File: src/rtl/frame_buf_pkg.sv
// Shared definitions for the ping-pong frame buffer: default geometry, writer
// state encoding and a saturating counter helper.
package frame_buf_pkg;

    localparam int unsigned DEF_ADDR_WIDTH  = 14;
    localparam int unsigned DEF_FRAME_WORDS = 10240;

    typedef enum logic [1:0] {
        ST_WAIT_SOF = 2'd0,
        ST_FILL     = 2'd1,
        ST_HOLD     = 2'd2
    } state_t;

    function automatic logic [7:0] sat_inc8(input logic [7:0] v);
        return (v == 8'hFF) ? v : v + 8'd1;
    endfunction

endpackage

File: src/rtl/frame_pingpong_writer.sv
// Captures a pixel-word stream into one of two frame buffers and hands full
// buffers to the SPI stage, dropping frames while both buffers are occupied.
module frame_pingpong_writer
    import frame_buf_pkg::*;
#(
    parameter int unsigned ADDR_WIDTH  = DEF_ADDR_WIDTH,
    parameter int unsigned FRAME_WORDS = DEF_FRAME_WORDS
) (
    input  logic                  clk,
    input  logic                  rst,
    input  logic                  sof,
    input  logic                  pix_valid,
    input  logic [15:0]           pix_data,
    input  logic                  frame_busy,
    output logic                  frame_ready,
    output logic                  buf_sel,
    input  logic [ADDR_WIDTH-1:0] rd_addr,
    output logic [15:0]           rd_data,
    output logic [ADDR_WIDTH-1:0] ram0_addr,
    output logic [ADDR_WIDTH-1:0] ram1_addr,
    output logic [15:0]           ram_wdata,
    output logic                  ram0_we,
    output logic                  ram1_we,
    input  logic [15:0]           ram0_rdata,
    input  logic [15:0]           ram1_rdata,
    output logic [7:0]            drop_cnt,
    output logic [7:0]            short_cnt
);

    localparam logic [ADDR_WIDTH-1:0] LAST_ADDR = ADDR_WIDTH'(FRAME_WORDS - 1);

    state_t                  state;
    logic                    wr_buf;
    logic [ADDR_WIDTH-1:0]   wr_addr;
    logic                    guard;

    logic                    can_handoff;
    logic                    wr_now;
    logic [ADDR_WIDTH-1:0]   wr_addr_eff;

    always_comb begin
        can_handoff = !frame_busy && !guard;
        // The sof-cycle word is written at address 0 both on a fresh start and on a restart.
        wr_now      = !rst && pix_valid &&
                      ((state == ST_FILL) || ((state == ST_WAIT_SOF) && sof));
        wr_addr_eff = sof ? '0 : wr_addr;
        ram0_addr   = wr_buf ? rd_addr : wr_addr_eff;
        ram1_addr   = wr_buf ? wr_addr_eff : rd_addr;
        ram0_we     = wr_now && !wr_buf;
        ram1_we     = wr_now && wr_buf;
        ram_wdata   = pix_data;
        rd_data     = buf_sel ? ram1_rdata : ram0_rdata;
    end

    always_ff @(posedge clk) begin
        if (rst) begin
            state       <= ST_WAIT_SOF;
            wr_buf      <= 1'b0;
            buf_sel     <= 1'b0;
            wr_addr     <= '0;
            guard       <= 1'b0;
            frame_ready <= 1'b0;
            drop_cnt    <= '0;
            short_cnt   <= '0;
        end else begin
            frame_ready <= 1'b0;
            guard       <= 1'b0;
            case (state)
                ST_WAIT_SOF: begin
                    if (sof) begin
                        state   <= ST_FILL;
                        wr_addr <= pix_valid ? ADDR_WIDTH'(1) : '0;
                    end
                end
                ST_FILL: begin
                    if (sof) begin
                        short_cnt <= sat_inc8(short_cnt);
                        wr_addr   <= pix_valid ? ADDR_WIDTH'(1) : '0;
                    end else if (pix_valid) begin
                        if (wr_addr == LAST_ADDR) begin
                            wr_addr <= '0;
                            if (can_handoff) begin
                                frame_ready <= 1'b1;
                                buf_sel     <= wr_buf;
                                wr_buf      <= !wr_buf;
                                guard       <= 1'b1;
                                state       <= ST_WAIT_SOF;
                            end else begin
                                state <= ST_HOLD;
                            end
                        end else begin
                            wr_addr <= wr_addr + ADDR_WIDTH'(1);
                        end
                    end
                end
                ST_HOLD: begin
                    if (can_handoff) begin
                        frame_ready <= 1'b1;
                        buf_sel     <= wr_buf;
                        wr_buf      <= !wr_buf;
                        guard       <= 1'b1;
                        wr_addr     <= '0;
                        // A sof coinciding with the release starts the next frame instead of being dropped.
                        state       <= sof ? ST_FILL : ST_WAIT_SOF;
                    end else if (sof) begin
                        drop_cnt <= sat_inc8(drop_cnt);
                    end
                end
                default: state <= ST_WAIT_SOF;
            endcase
        end
    end

endmodule

File: config.mk
export PLATFORM = sky130hd
export DESIGN_NAME = frame_pingpong_writer
export DESIGN_NICKNAME = d
export VERILOG_FILES = /design/src/rtl/frame_buf_pkg.sv /design/src/rtl/frame_pingpong_writer.sv
export SDC_FILE = /design/constraint.sdc
export NUM_CORES = 1
export LEC_CHECK = 0
export BUFFER_PORTS_ARGS = -buffer_cell sky130_fd_sc_hd__buf_2
export CAP_MARGIN = 20
export CORE_MARGIN = 2
export CORE_UTILIZATION = 39
export CTS_CLUSTER_SIZE = 10
export DETAILED_ROUTE_END_ITERATION = 7
export PLACE_DENSITY_LB_ADDON = 0.2
export SLEW_MARGIN = 15
export SYNTH_ARGS = -nofsm -noshare
export SYNTH_HDL_FRONTEND = slang
export SYNTH_SLANG_ARGS = --single-unit
File: constraint.sdc
create_clock -name clk -period 2.45 [get_ports clk]
set_input_delay 0.3675 -clock clk [delete_from_list [all_inputs] [get_ports clk]]
set_output_delay 0.3675 -clock clk [all_outputs]
set_load 0.02 [all_outputs]
==> results of run 1 <==
## kinds of logic (layout without fill, tap and decap cells)
logic type,Yosys count,in the layout,share of synthesized area [%]
flops,35,35,25.1
fa+ha+maj,7,7,3.13
compound gates,64,64,14.9
mux,37,37,14.0
simple gates,149,149,31.2
xor+xnor,3,3,0.940
buf+inv,59,148,10.7
## cells in the mapped netlist (2+ instances only)
cell and number:
sky130_fd_sc_hd__or4_4 2, sky130_fd_sc_hd__nand2_1 42, sky130_fd_sc_hd__buf_2 2, sky130_fd_sc_hd__clkbuf_1 16, sky130_fd_sc_hd__xor2_1 3, sky130_fd_sc_hd__a21oi_1 12, sky130_fd_sc_hd__o21ai_1 2, sky130_fd_sc_hd__nand4b_1 4
sky130_fd_sc_hd__nor2_1 16, sky130_fd_sc_hd__nand3_1 14, sky130_fd_sc_hd__o211ai_1 2, sky130_fd_sc_hd__nand4_1 15, sky130_fd_sc_hd__or3_1 4, sky130_fd_sc_hd__buf_4 16, sky130_fd_sc_hd__o31a_1 2, sky130_fd_sc_hd__mux2_2 18
sky130_fd_sc_hd__or4_1 8, sky130_fd_sc_hd__o21a_1 2, sky130_fd_sc_hd__buf_6 2, sky130_fd_sc_hd__o31ai_1 4, sky130_fd_sc_hd__buf_1 2, sky130_fd_sc_hd__o311ai_0 2, sky130_fd_sc_hd__inv_1 21, sky130_fd_sc_hd__nand3b_1 2
sky130_fd_sc_hd__o21ai_0 20, sky130_fd_sc_hd__and4_1 2, sky130_fd_sc_hd__nor4_1 8, sky130_fd_sc_hd__dfxtp_1 35, sky130_fd_sc_hd__mux2i_1 19, sky130_fd_sc_hd__a31oi_1 8, sky130_fd_sc_hd__nor2b_1 3, sky130_fd_sc_hd__nand4bb_1 6
sky130_fd_sc_hd__ha_1 7, sky130_fd_sc_hd__nand2b_1 13
## layer usage
metal | up-vias | part of all wire [%]
li1 | 1452 | -
met1 | 1322 | 45
met2 | 90 | 49
met3 | 5 | 5.5
met4 | 0 | 0.52
met5 | - | 0
## stage by stage
stage	utilization [%]	hold WS (ns)	cell area [um^2]
final	49.8	0.450	3420
after global routing	49.8	0.431	3420
after detailed placement	48.1	0.482	3300
after floorplan	-	0.468	2800
after CTS	49.8	0.436	3420
after global placement	48.1	0.482	3300
## worst paths after layout
check | startpoint | end | slack (ns) | cells past startpoint
setup / recovery | wr_addr[0]$_SDFFE_PP0P_ | buf_sel$_SDFFE_PP0P_ | 0.38 | 5
hold / removal | frame_busy | guard$_SDFF_PP0_ | 0.45 | 3
setup reg to reg | wr_addr[0]$_SDFFE_PP0P_ | buf_sel$_SDFFE_PP0P_ | 0.38 | 5
hold reg to reg | state[1]$_SDFFE_PP0P_ | state[1]$_SDFFE_PP0P_ | 0.50 | 2
## power by group through the flow
stage,clock (uW),combinational (uW),sequential (uW)
after floorplan,0,417,636
after global placement,0,553,631
after detailed placement,0,557,634
after CTS,562,560,621
after global routing,596,623,625
final,545,558,621
## area by class of cell
type	count	area [um^2]
Multi-Input combinational cell	260	1800
Tap cell	96	120
Inverter	21	78.8
Clock buffer	6	82.6
Sequential cell	35	701
Timing Repair Buffer	119	608
Fill cell	682	3450
Clock inverter	2	35.0
## state kept, by name (all words and copies together), names as in the netlist
name and count:
buf_sel 1, short_cnt 8, state 2, wr_buf 1, guard 1, drop_cnt 8
wr_addr 14
## critical path, stage by stage (launching register included)
cell	delay, ns
sky130_fd_sc_hd__dfxtp_1	0.45
sky130_fd_sc_hd__ha_1	0.29
sky130_fd_sc_hd__nand3_4	0.13
sky130_fd_sc_hd__or4_4	0.62
sky130_fd_sc_hd__o31ai_4	0.30
sky130_fd_sc_hd__mux2i_1	0.20
==> flow_summary.rst, run 1 <==
.. list-table::
   :header-rows: 1

   * - Metric
     - Value
   * - Status
     - finished clean
   * - GRT Resource Usage Total
     - between 10% and 20%
   * - Die Span X
     - between 80 and 90 um
   * - Final net count
     - 516
   * - Total power
     - 1720 uW
   * - Max Slew Vio Count
     - 0
   * - Number of max-capacitance violations reported
     - 0
   * - Switching pwr
     - 581 uW
   * - Cell type contributing the most total cell area after synthesis
     - sky130_fd_sc_hd__dfxtp_1
   * - Summed negative setup slack over all endpoints
     - 0 ns
   * - Fin. Hold Viols
     - 0
   * - Most common cell after layout, fill and taps aside
     - sky130_fd_sc_hd__buf_2
   * - Met2 global-route usage
     - ~30%
   * - Type of origin of the critical path
     - flip-flop
   * - Per-cell via count in the routed design
     - about 5.3
   * - Fin crit period
     - 2.07 ns
   * - IR Drop Worst-Case VDD
     - ~470 uV
   * - Worst-path maximum fanout
     - 7
   * - Weighted congestion reported at the end of routability-driven placement
     - 0.767
   * - Grt total ovfl
     - 0
   * - Antenna violations before repair
     - 0
   * - Post-Route WL
     - between 7000 and 8000 um
   * - Clock slew at the register clock pins of the worst setup and hold paths
     - around 0.080 ns
   * - Dpl cells
     - ~530
   * - Worst Max-Slew Pin Slew
     - between 0.8 and 0.9 ns
   * - Cts bufs inserted
     - 5
   * - Post-Synthesis Mean Instance Area
     - between 7 and 8 um^2
   * - Total iterations of the first detailed-routing run
     - 4
   * - Number of setup buffers added after CTS
     - 0
   * - Yosys reg bits
     - 35
   * - H-tree level count
     - 2
   * - Clock Path Buffers
     - 2
   * - Synthesized Nets
     - about 430
   * - Leakage power
     - 0.00141 uW
   * - Hold buffers post-CTS
     - 0
   * - Final std cells w/o fill
     - between 500 and 600
   * - Worst rel slew slack
     - between 40% and 50%
   * - Post-cts sizing count
     - 0
   * - Iter 0 DRT Violations
     - about 180
   * - Number of global-route vias before repair
     - ~2500
   * - Data required, critical path
     - ~2.7 ns
   * - Number of unique standard cell types used by synthesis
     - 54
   * - Most congested layer reported by global routing
     - met2
   * - Half-perimeter wire length after placement
     - 5400 um
   * - Input/output buffers
     - between 100 and 150
   * - Largest cells by area after synthesis
     - sky130_fd_sc_hd__dfxtp_1 25%, sky130_fd_sc_hd__mux2_2 7.2%, sky130_fd_sc_hd__mux2i_1 6.8%
   * - Fraction of synthesis flops using an asynchronous set or reset pin
     - 0%
   * - Remaining routing DRC violations
     - 0
   * - Number of placement rows
     - 30
   * - Pin count of the biggest net entering global routing
     - between 40 and 50
   * - Post-synth EDFFs
     - 0
   * - Clock latency reported for the late side of the worst-skew pair
     - about 0.28 ns
   * - Met3 Use GR
     - slightly above 3%
   * - Pre-CTS setup slack
     - 0.387 ns
   * - Core region area
     - just under 7000 um^2
   * - Power density over the cells
     - between 500 and 600 nW/um^2
   * - First-pass GRT wire length
     - between 10000 and 15000 um
   * - Area added between synthesis and finish
     - 22.4%
   * - Area share of the largest cell type after synthesis
     - 25.1%
   * - Sequential share of power
     - 36.0%
   * - Average routed wire per standard cell
     - between 10 and 15 um
   * - Area of the mapped netlist
     - 2800 um^2
   * - Full die area
     - between 7000 and 8000 um^2
   * - Setup CP Type
     - flip-flop to flip-flop
   * - Cells after synthesis
     - ~350
   * - Fin worst setup slack
     - just under 0.4 ns
   * - Cell at the root of the clock tree
     - sky130_fd_sc_hd__clkbuf_8
   * - Share of total power in the clock network
     - approximately a third
   * - Final worst clock skew
     - around 0.0072 ns
   * - Final Cycle Share
     - about 84%
   * - Sequential area share after synthesis
     - between 20 and 30%
   * - Setup-failing EPs final
     - 0
   * - Yosys warnings
     - 0
   * - Clock tree from TritonCTS
     - yes
   * - Achievable clock frequency
     - about 480 MHz
   * - Total I/O pin count
     - 147
   * - Share of final-layout standard cells stronger than drive strength 1
     - 34.5%
   * - Starting Density
     - between 40% and 50%
   * - Global routing usage on met1
     - between 20% and 30%
   * - Kind of end point of the critical path
     - flip-flop
   * - Combinational group share of total power
     - around a third
   * - Cell Int Power
     - around 1100 uW
   * - Unrepaired setup endpoints after global routing
     - no
   * - Number of sinks handled by clock tree synthesis
     - 35
   * - Most frequent cells in the layout
     - 114 x sky130_fd_sc_hd__buf_2, 42 x sky130_fd_sc_hd__nand2_1, 35 x sky130_fd_sc_hd__dfxtp_1
   * - Most used flip-flop cell after synthesis
     - sky130_fd_sc_hd__dfxtp_1
   * - Overall die height
     - ~89 um
   * - Data arrival time of the worst path
     - roughly 2.3 ns
   * - Post-detailed-route count of antenna-violating nets
     - 0
   * - Routed via count
     - 2869
   * - Count of antenna diodes in the layout
     - 0
   * - Proportion of total power due to net switching
     - around a third
   * - Min-delay worst type
     - primary input to flip-flop
Power figures use the tool's default switching activity.
==> run 2: changes to the inputs <==
--- a/config.mk
+++ b/config.mk
@@ -5,6 +5,7 @@
 export SDC_FILE = /design/constraint.sdc
 export NUM_CORES = 1
 export LEC_CHECK = 0
+export ABC_AREA = 1
 export BUFFER_PORTS_ARGS = -buffer_cell sky130_fd_sc_hd__buf_2
 export CAP_MARGIN = 20
 export CORE_MARGIN = 2
==> constraint.sdc (replaced) <==
create_clock -name clk -period 1.7 [get_ports clk]
set_input_delay 0.255 -clock clk [delete_from_list [all_inputs] [get_ports clk]]
set_output_delay 0.255 -clock clk [all_outputs]
set_load 0.02 [all_outputs]
==> run 2 against run 1 <==
Synthesized cell count increased by 13%. Sequential share of layout area decreased by 0.11 points. Register-to-register slack got worse by 0.33 ns. Die area is 5.0% lower.
==> flow_summary.rst, run 2 <==
.. list-table::
   :header-rows: 1

   * - Metric
     - Value
   * - Status
     - finished clean
   * - Worst Max-Slew Pin Slew
     - 0.341 ns (-0.532 ns)
   * - Most flops, register
     - wr_addr
   * - Input/output buffers
     - 114 (unchanged)
   * - Total I/O pin count
     - 147 (unchanged)
   * - Kind of end point of the critical path
     - flip-flop
   * - Cts bufs inserted
     - 5 (unchanged)
   * - Count of antenna diodes in the layout
     - 0 (unchanged)
   * - Most frequent cells in the layout
     - 112 x sky130_fd_sc_hd__buf_2, 95 x sky130_fd_sc_hd__nand2_1, 44 x sky130_fd_sc_hd__o21ai_0
   * - Full die area
     - 7470 um^2 (-5.0%)
   * - Summed negative setup slack over all endpoints
     - 0 ns (unchanged)
   * - Setup CP Type
     - flip-flop to flip-flop
   * - Setup-failing EPs final
     - 0 (unchanged)
   * - First-pass GRT wire length
     - 11600 um (+2.5%)
   * - Total iterations of the first detailed-routing run
     - 4 (unchanged)
   * - Min-delay worst type
     - primary input to flip-flop
   * - Sequential area share after synthesis
     - 26.4% (+1.4 points)
   * - Half-perimeter wire length after placement
     - 5530 um (+2.5%)
   * - Grt total ovfl
     - 0 (unchanged)
   * - Largest registers
     - wr_addr: 14 flops, drop_cnt: 8 flops, short_cnt: 8 flops
   * - Post-Synthesis Mean Instance Area
     - 6.64 um^2 (-16%)
   * - Cell with the most instances after synthesis
     - sky130_fd_sc_hd__nand2_1
   * - Pre-CTS setup slack
     - 0.0678 ns (-0.319 ns)
   * - H-tree level count
     - 2 (unchanged)
   * - Area added between synthesis and finish
     - 30.9%
   * - Synthesized Nets
     - 473 (+11%)
   * - Data required, critical path
     - 1.88 ns (-0.78 ns)
   * - Library cell contributing the largest single delay on the critical path
     - sky130_fd_sc_hd__dfxtp_2
   * - Largest cells by area after synthesis
     - sky130_fd_sc_hd__dfxtp_1 26%, sky130_fd_sc_hd__nand2_1 13%, sky130_fd_sc_hd__o21ai_0 8.5%
   * - Fin. Hold Viols
     - 0 (unchanged)
   * - Fin worst setup slack
     - 0.0542 ns (-0.331 ns)
   * - Post-synth EDFFs
     - 0 (unchanged)
   * - Worst-path maximum fanout
     - 7 (unchanged)
   * - Routed via count
     - 2953 (+2.9%)
   * - Number of placement rows
     - 30 (unchanged)
   * - Hold buffers post-CTS
     - 0 (unchanged)
   * - Most used flip-flop cell after synthesis
     - sky130_fd_sc_hd__dfxtp_1
   * - Die Span X
     - 86.5 um (-2.5%)
   * - Yosys warnings
     - 0 (unchanged)
   * - Cell type contributing the most total cell area after synthesis
     - sky130_fd_sc_hd__dfxtp_1
   * - Critical Path, Cell by Cell
     - buf_4 > ha_2 > o21ai_4 > nand2_2 > nor2_4 > buf_4 > nand2_2 > nand2_4 > nor2_1
   * - Number of unique standard cell types used by synthesis
     - 33 (-39%)
   * - Yosys reg bits
     - 35 (unchanged)
   * - Power density over the cells
     - 757 nW/um^2 (+50%)
   * - Clock Path Buffers
     - 2 (unchanged)
   * - Number of sinks handled by clock tree synthesis
     - 35 (unchanged)
   * - Post-Route WL
     - 7420 um (+2.3%)
   * - Final Cycle Share
     - 96.8% (+13 points)
   * - Total power
     - 2630 uW (+53%)
   * - Standard cell area after detailed placement
     - 3240 um^2 (-1.8%)
   * - Clock latency reported for the late side of the worst-skew pair
     - 0.30 ns (+0.02 ns)
   * - Weighted congestion reported at the end of routability-driven placement
     - 0.915 (+19%)
   * - Util after Layout
     - 51.9% (+2.1 points)
   * - Area of the mapped netlist
     - 2650 um^2 (-5.2%)
   * - Finished layout cell area
     - 3470 um^2 (+1.4%)
   * - Per-cell via count in the routed design
     - 4.97 (-6.6%)
   * - Share of final-layout standard cells stronger than drive strength 1
     - 39.9% (+5.3 points)
   * - Starting Density
     - 39.7% (-1.0 points)
   * - Area share of the largest cell type after synthesis
     - 26.4% (+1.4 points)
   * - Clock tree from TritonCTS
     - yes
   * - Final worst clock skew
     - 0.0119 ns (+0.00473 ns)
   * - Overall die height
     - 86.5 um (-2.5%)
   * - Average routed wire per standard cell
     - 12.5 um (-7.2%)
   * - GRT Resource Usage Total
     - 18.7% (+1.1 points)
   * - Cells after synthesis
     - 399 (+13%)
   * - Achievable clock frequency
     - 608 MHz (+25%)
   * - Antenna violations before repair
     - 0 (unchanged)
   * - Type of origin of the critical path
     - flip-flop
   * - Flip-flop count of the largest register, all copies and words added
     - 14 (unchanged)
   * - Leakage power
     - 0.00160 uW (+14%)
   * - Number of max-capacitance violations reported
     - 0 (unchanged)
   * - Max Slew Vio Count
     - 0 (unchanged)
   * - Delay of the slowest cell on the worst path
     - 0.34 ns (-0.28 ns)
   * - IR Drop Worst-Case VDD
     - 400 uV (-15%)
   * - Core region area
     - 6680 um^2 (-2.7%)
   * - Fin crit period
     - 1.65 ns (-0.419 ns)
   * - Post-detailed-route count of antenna-violating nets
     - 0 (unchanged)
   * - Final net count
     - 587 (+14%)
   * - Fraction of synthesis flops using an asynchronous set or reset pin
     - 0% (unchanged)
   * - Number of global-route vias before repair
     - 2609 (+5.9%)
   * - Pin count of the biggest net entering global routing
     - 31 (-34%)
   * - Cell at the root of the clock tree
     - sky130_fd_sc_hd__clkbuf_8
   * - Most common cell after layout, fill and taps aside
     - sky130_fd_sc_hd__buf_2
   * - Worst rel slew slack
     - 77.1% (+35 points)
   * - Iter 0 DRT Violations
     - 127 (-30%)
   * - Clock slew at the register clock pins of the worst setup and hold paths
     - 0.08 ns (about the same)
   * - Remaining routing DRC violations
     - 0 (unchanged)
   * - Leading post-synthesis cells by instance count
     - 95 x sky130_fd_sc_hd__nand2_1, 45 x sky130_fd_sc_hd__o21ai_0, 40 x sky130_fd_sc_hd__nor2_1
   * - Data arrival time of the worst path
     - 1.83 ns (-0.45 ns)
-- run 2: layer usage --
metal  up-vias  global-route usage, %  share of wire, %
met5         -                      0                 0
met4         0                   5.68               1.2
met3        10                   3.81               6.7
met2       112                   31.5                45
met1      1305                   23.9                47
li1       1526                      -                 -
-- run 2: logic make-up (layout without fill, tap and decap cells) --
family | Yosys count | in the layout | share of synthesized area (%)
adders and majority gates | 7 | 7 | 3.30
AOI/OAI and AO/OA | 70 | 70 | 13.5
buffers and inverters | 61 | 176 | 11.3
muxes | 16 | 16 | 6.80
and+or+nand+nor | 203 | 203 | 36.4
DFF | 35 | 35 | 26.4
xor gates and xnor gates | 7 | 7 | 2.31
-- run 2: layout make-up --
type | instances | area (um^2)
Tap cell | 80 | 100
Clock inverter | 3 | 20.0
Clock buffer | 5 | 68.8
Sequential cell | 35 | 707
Fill cell | 674 | 3210
Timing Repair Buffer | 135 | 737
Multi-Input combinational cell | 303 | 1710
Inverter | 33 | 129
-- run 2: what timing repair did --
action,in CTS,in global routing
pin swaps,3,8
resized for setup,13,14
buffers inserted,3,5
endpoints found under the setup margin,2,17
-- run 2: final timing paths --
| check | start | endpoint | slack (ns) | cells past startpoint |
|---|---|---|---|---|
| max | state[1]$_SDFFE_PP0P_ | wr_addr[4]$_SDFFE_PP0P_ | 0.05 | 9 |
| min | pix_valid | guard$_SDFF_PP0_ | 0.31 | 3 |
| max reg2reg | state[1]$_SDFFE_PP0P_ | wr_addr[4]$_SDFFE_PP0P_ | 0.05 | 9 |
| min reg2reg | drop_cnt[0]$_SDFFE_PP0P_ | drop_cnt[0]$_SDFFE_PP0P_ | 0.48 | 1 |
-- run 2: power breakdown --
group | internal, uW | switching [uW]
logic | 454 | 679
registers | 854 | 30.4
clock network | 285 | 326
total | 1590 | 1040
-- run 2: worst max-delay path, delay by kind of cell (launching register included) --
kind / cells / cell delay (ns)
buffers and inverters: 2 / 0.29
adders and majority gates: 1 / 0.21
and+or+nand+nor: 5 / 0.59
DFF: 1 / 0.34
AOI/OAI and AO/OA: 1 / 0.09
-- run 2: stage by stage --
stage	hold slack, ns	cells
finish	0.308	594
global route	0.329	594
CTS	0.288	589
detailed placement	0.475	578
global placement	0.468	578
floorplan	0.331	399
==> run 3: changes to the inputs <==
--- a/config.mk
+++ b/config.mk
@@ -12,7 +12,7 @@
 export CORE_UTILIZATION = 39
 export CTS_CLUSTER_SIZE = 10
 export DETAILED_ROUTE_END_ITERATION = 7
-export PLACE_DENSITY_LB_ADDON = 0.2
+export PLACE_DENSITY = 0.77
 export SLEW_MARGIN = 15
 export SYNTH_ARGS = -nofsm -noshare
 export SYNTH_HDL_FRONTEND = slang
==> constraint.sdc (replaced) <==
create_clock -name clk -period 2.15 [get_ports clk]
set_input_delay 0.3225 -clock clk [delete_from_list [all_inputs] [get_ports clk]]
set_output_delay 0.3225 -clock clk [all_outputs]
set_load 0.02 [all_outputs]
==> run 3 against run 2 <==
Sequential power shrank 21%. First-iteration DRC count up 21%. Largest power group unchanged. Clock skew decreased by 0.0019 ns. Highest routed layer unchanged. Largest cell class unchanged. Count of clock-buffer cells in the layout is the same.
==> flow_summary.rst, run 3 (synthesis results as in run 2) <==
.. list-table::
   :header-rows: 1

   * - Metric
     - Value
   * - H-tree level count
     - 2 (unchanged)
   * - Routed via count
     - 2964 (+0.37%)
   * - Data arrival time of the worst path
     - 1.60 ns (-0.23 ns)
   * - Pre-CTS setup slack
     - 0.454 ns (+0.386 ns)
   * - Per-cell via count in the routed design
     - 5.13 (+3.2%)
   * - GRT Resource Usage Total
     - 17.9% (-0.76 points)
   * - Number of sinks handled by clock tree synthesis
     - 35 (unchanged)
   * - Remaining routing DRC violations
     - 0 (unchanged)
   * - Most common cell after layout, fill and taps aside
     - sky130_fd_sc_hd__buf_2
   * - Logic depth of the worst setup path including buffers
     - 3 (-6)
   * - Final worst clock skew
     - 0.00995 ns (-0.00194 ns)
   * - Filler cell count in the final layout
     - 681 (+1.0%)
   * - Setup CP Type
     - flip-flop to primary output
   * - Number of placement rows
     - 30 (unchanged)
   * - Full die area
     - 7470 um^2 (unchanged)
   * - Core region area
     - 6680 um^2 (unchanged)
   * - Cts bufs inserted
     - 5 (unchanged)
   * - Max Slew Vio Count
     - 0 (unchanged)
   * - Post-cts sizing count
     - 0 (-13)
   * - Setup-failing EPs final
     - 0 (unchanged)
   * - Unrepaired setup endpoints after global routing
     - no
   * - Worst rel slew slack
     - 52.0% (-25 points)
   * - Standard cell area after detailed placement
     - 3180 um^2 (-1.9%)
   * - Antenna violations before repair
     - 0 (unchanged)
   * - Crit path buffers/inverters
     - 2 (unchanged)
   * - Share of final-layout standard cells stronger than drive strength 1
     - 34.7% (-5.1 points)
   * - Final Cycle Share
     - 89.3%
   * - Number of setup buffers added after CTS
     - 0 (-3)
   * - Leakage power
     - 0.00152 uW (-4.9%)
   * - Worst-path maximum fanout
     - 10 (+3)
   * - Grt total ovfl
     - 0 (unchanged)
   * - R2R cell count
     - 8 (-1)
   * - Half-perimeter wire length after placement
     - 5500 um (-0.65%)
   * - Clock latency reported for the late side of the worst-skew pair
     - 0.30 ns (about the same)
   * - Number of instances on the worst hold path
     - 3 (unchanged)
   * - Clock Path Buffers
     - 2 (unchanged)
   * - Achievable clock frequency
     - 521 MHz
   * - Weighted congestion reported at the end of routability-driven placement
     - 0.941 (+2.9%)
   * - Cell at the root of the clock tree
     - sky130_fd_sc_hd__clkbuf_8
   * - Post-detailed-route count of antenna-violating nets
     - 0 (unchanged)
   * - Number of global-route vias before repair
     - 2507 (-3.9%)
   * - Final net count
     - 571 (-2.7%)
   * - Worst Max-Slew Pin Slew
     - 0.720 ns (+0.379 ns)
   * - Input/output buffers
     - 114 (unchanged)
   * - Status
     - finished clean
   * - Area added between synthesis and finish
     - 23.6%
   * - Count of antenna diodes in the layout
     - 0 (unchanged)
   * - Total I/O pin count
     - 147 (unchanged)
   * - Power density over the cells
     - 600 nW/um^2 (-21%)
   * - Most flops, register
     - wr_addr
   * - Post-Route WL
     - 7030 um (-5.2%)
   * - Clock tree from TritonCTS
     - yes
   * - Number of max-capacitance violations reported
     - 0 (unchanged)
   * - Die Span X
     - 86.5 um (unchanged)
   * - Library cell contributing the largest single delay on the critical path
     - sky130_fd_sc_hd__dfxtp_1
   * - Kind of end point of the critical path
     - primary output
   * - Iter 0 DRT Violations
     - 154 (+21%)
   * - Min-delay worst type
     - primary input to flip-flop
   * - Largest registers
     - wr_addr: 14 flops, drop_cnt: 8 flops, short_cnt: 8 flops
   * - Data required, critical path
     - 1.83 ns (-0.05 ns)
   * - Clock slew at the register clock pins of the worst setup and hold paths
     - 0.08 ns (about the same)
   * - Hold buffers post-CTS
     - 0 (unchanged)
   * - Starting Density
     - 39.7% (unchanged)
   * - Flip-flop count of the largest register, all copies and words added
     - 14 (unchanged)
   * - Most frequent cells in the layout
     - 114 x sky130_fd_sc_hd__buf_2, 95 x sky130_fd_sc_hd__nand2_1, 45 x sky130_fd_sc_hd__o21ai_0
   * - Fin worst setup slack
     - 0.229 ns (+0.175 ns)
   * - R2R setup slack
     - 0.42 ns (+0.37 ns)
   * - Delay of the slowest cell on the worst path
     - 0.54 ns (+0.20 ns)
   * - Total power
     - 1970 uW (-25%)
   * - Critical Path, Cell by Cell
     - buf_4 > mux2_2 > buf_2
   * - Total iterations of the first detailed-routing run
     - 6 (+2)
   * - Fin crit period
     - slightly below 2 ns
   * - Finished layout cell area
     - 3280 um^2 (-5.6%)
   * - IR Drop Worst-Case VDD
     - 298 uV (-26%)
   * - Summed negative setup slack over all endpoints
     - 0 ns (unchanged)
   * - Overall die height
     - 86.5 um (unchanged)
   * - Type of origin of the critical path
     - flip-flop
   * - Fin. Hold Viols
     - 0 (unchanged)
   * - First-pass GRT wire length
     - 11000 um (-5.0%)
   * - Delay-heaviest family, CP
     - flip-flops
   * - Average routed wire per standard cell
     - 12.2 um (-2.6%)
   * - Pin count of the biggest net entering global routing
     - 31 (unchanged)
[run 3: cell count changes in the layout (fill, tap and decap cells not counted), sizes merged]
cell / delta
buf: -16
clkinv: +1
clkinvlp: -1
[run 3: metrics by stage]
stage / hold slack (ns) / cells / util, %
2_1_floorplan: 0.399 / 399 / -
3_3_place_gp: 0.472 / 570 / 47.7
3_5_place_dp: 0.490 / 570 / 47.7
4_1_cts: 0.354 / 578 / 49.1
5_1_grt: 0.376 / 578 / 49.1
6_report: 0.379 / 578 / 49.1
[run 3: power breakdown]
group / switching [uW] / internal [uW]
logic: 496 / 270
registers: 29.5 / 671
clock network: 268 / 231
[run 3: layer usage]
metal / up-vias / global-route usage [%] / routed length (um)
li1: 1495 / - / -
met1: 1325 / 23.0 / 3220
met2: 127 / 29.6 / 3170
met3: 17 / 3.62 / 492
met4: 0 / 6.82 / 138
met5: - / 0 / 0
[run 3: final timing paths]
path,from,end
hold reg to reg,drop_cnt[6]$_SDFFE_PP0P_,drop_cnt[6]$_SDFFE_PP0P_
setup / recovery,buf_sel$_SDFFE_PP0P_,rd_data[12]
setup reg to reg,state[0]$_SDFFE_PP0P_,wr_addr[4]$_SDFFE_PP0P_
hold / removal,pix_valid,guard$_SDFF_PP0_
[run 3: layout make-up]
type	count	area (um^2)	area share, %
multi-input cells	303	1650	50.4
flip-flops and latches	35	701	21.4
repair buffers	119	608	18.5
inverters	33	124	3.78
well taps	80	100	3.05
clock buffers	5	68.8	2.10
clock inverters	3	25.0	0.763
[run 3: worst reg2reg max path, stage by stage (launching register included)]
cell                      delay (ns)
sky130_fd_sc_hd__dfxtp_1        0.39
sky130_fd_sc_hd__inv_1          0.08
sky130_fd_sc_hd__ha_1           0.27
sky130_fd_sc_hd__o21ai_2        0.12
sky130_fd_sc_hd__nand2_2        0.10
sky130_fd_sc_hd__nor2_4         0.30
sky130_fd_sc_hd__nand2_2        0.16
sky130_fd_sc_hd__nand2_4        0.15
sky130_fd_sc_hd__nor2_1         0.06
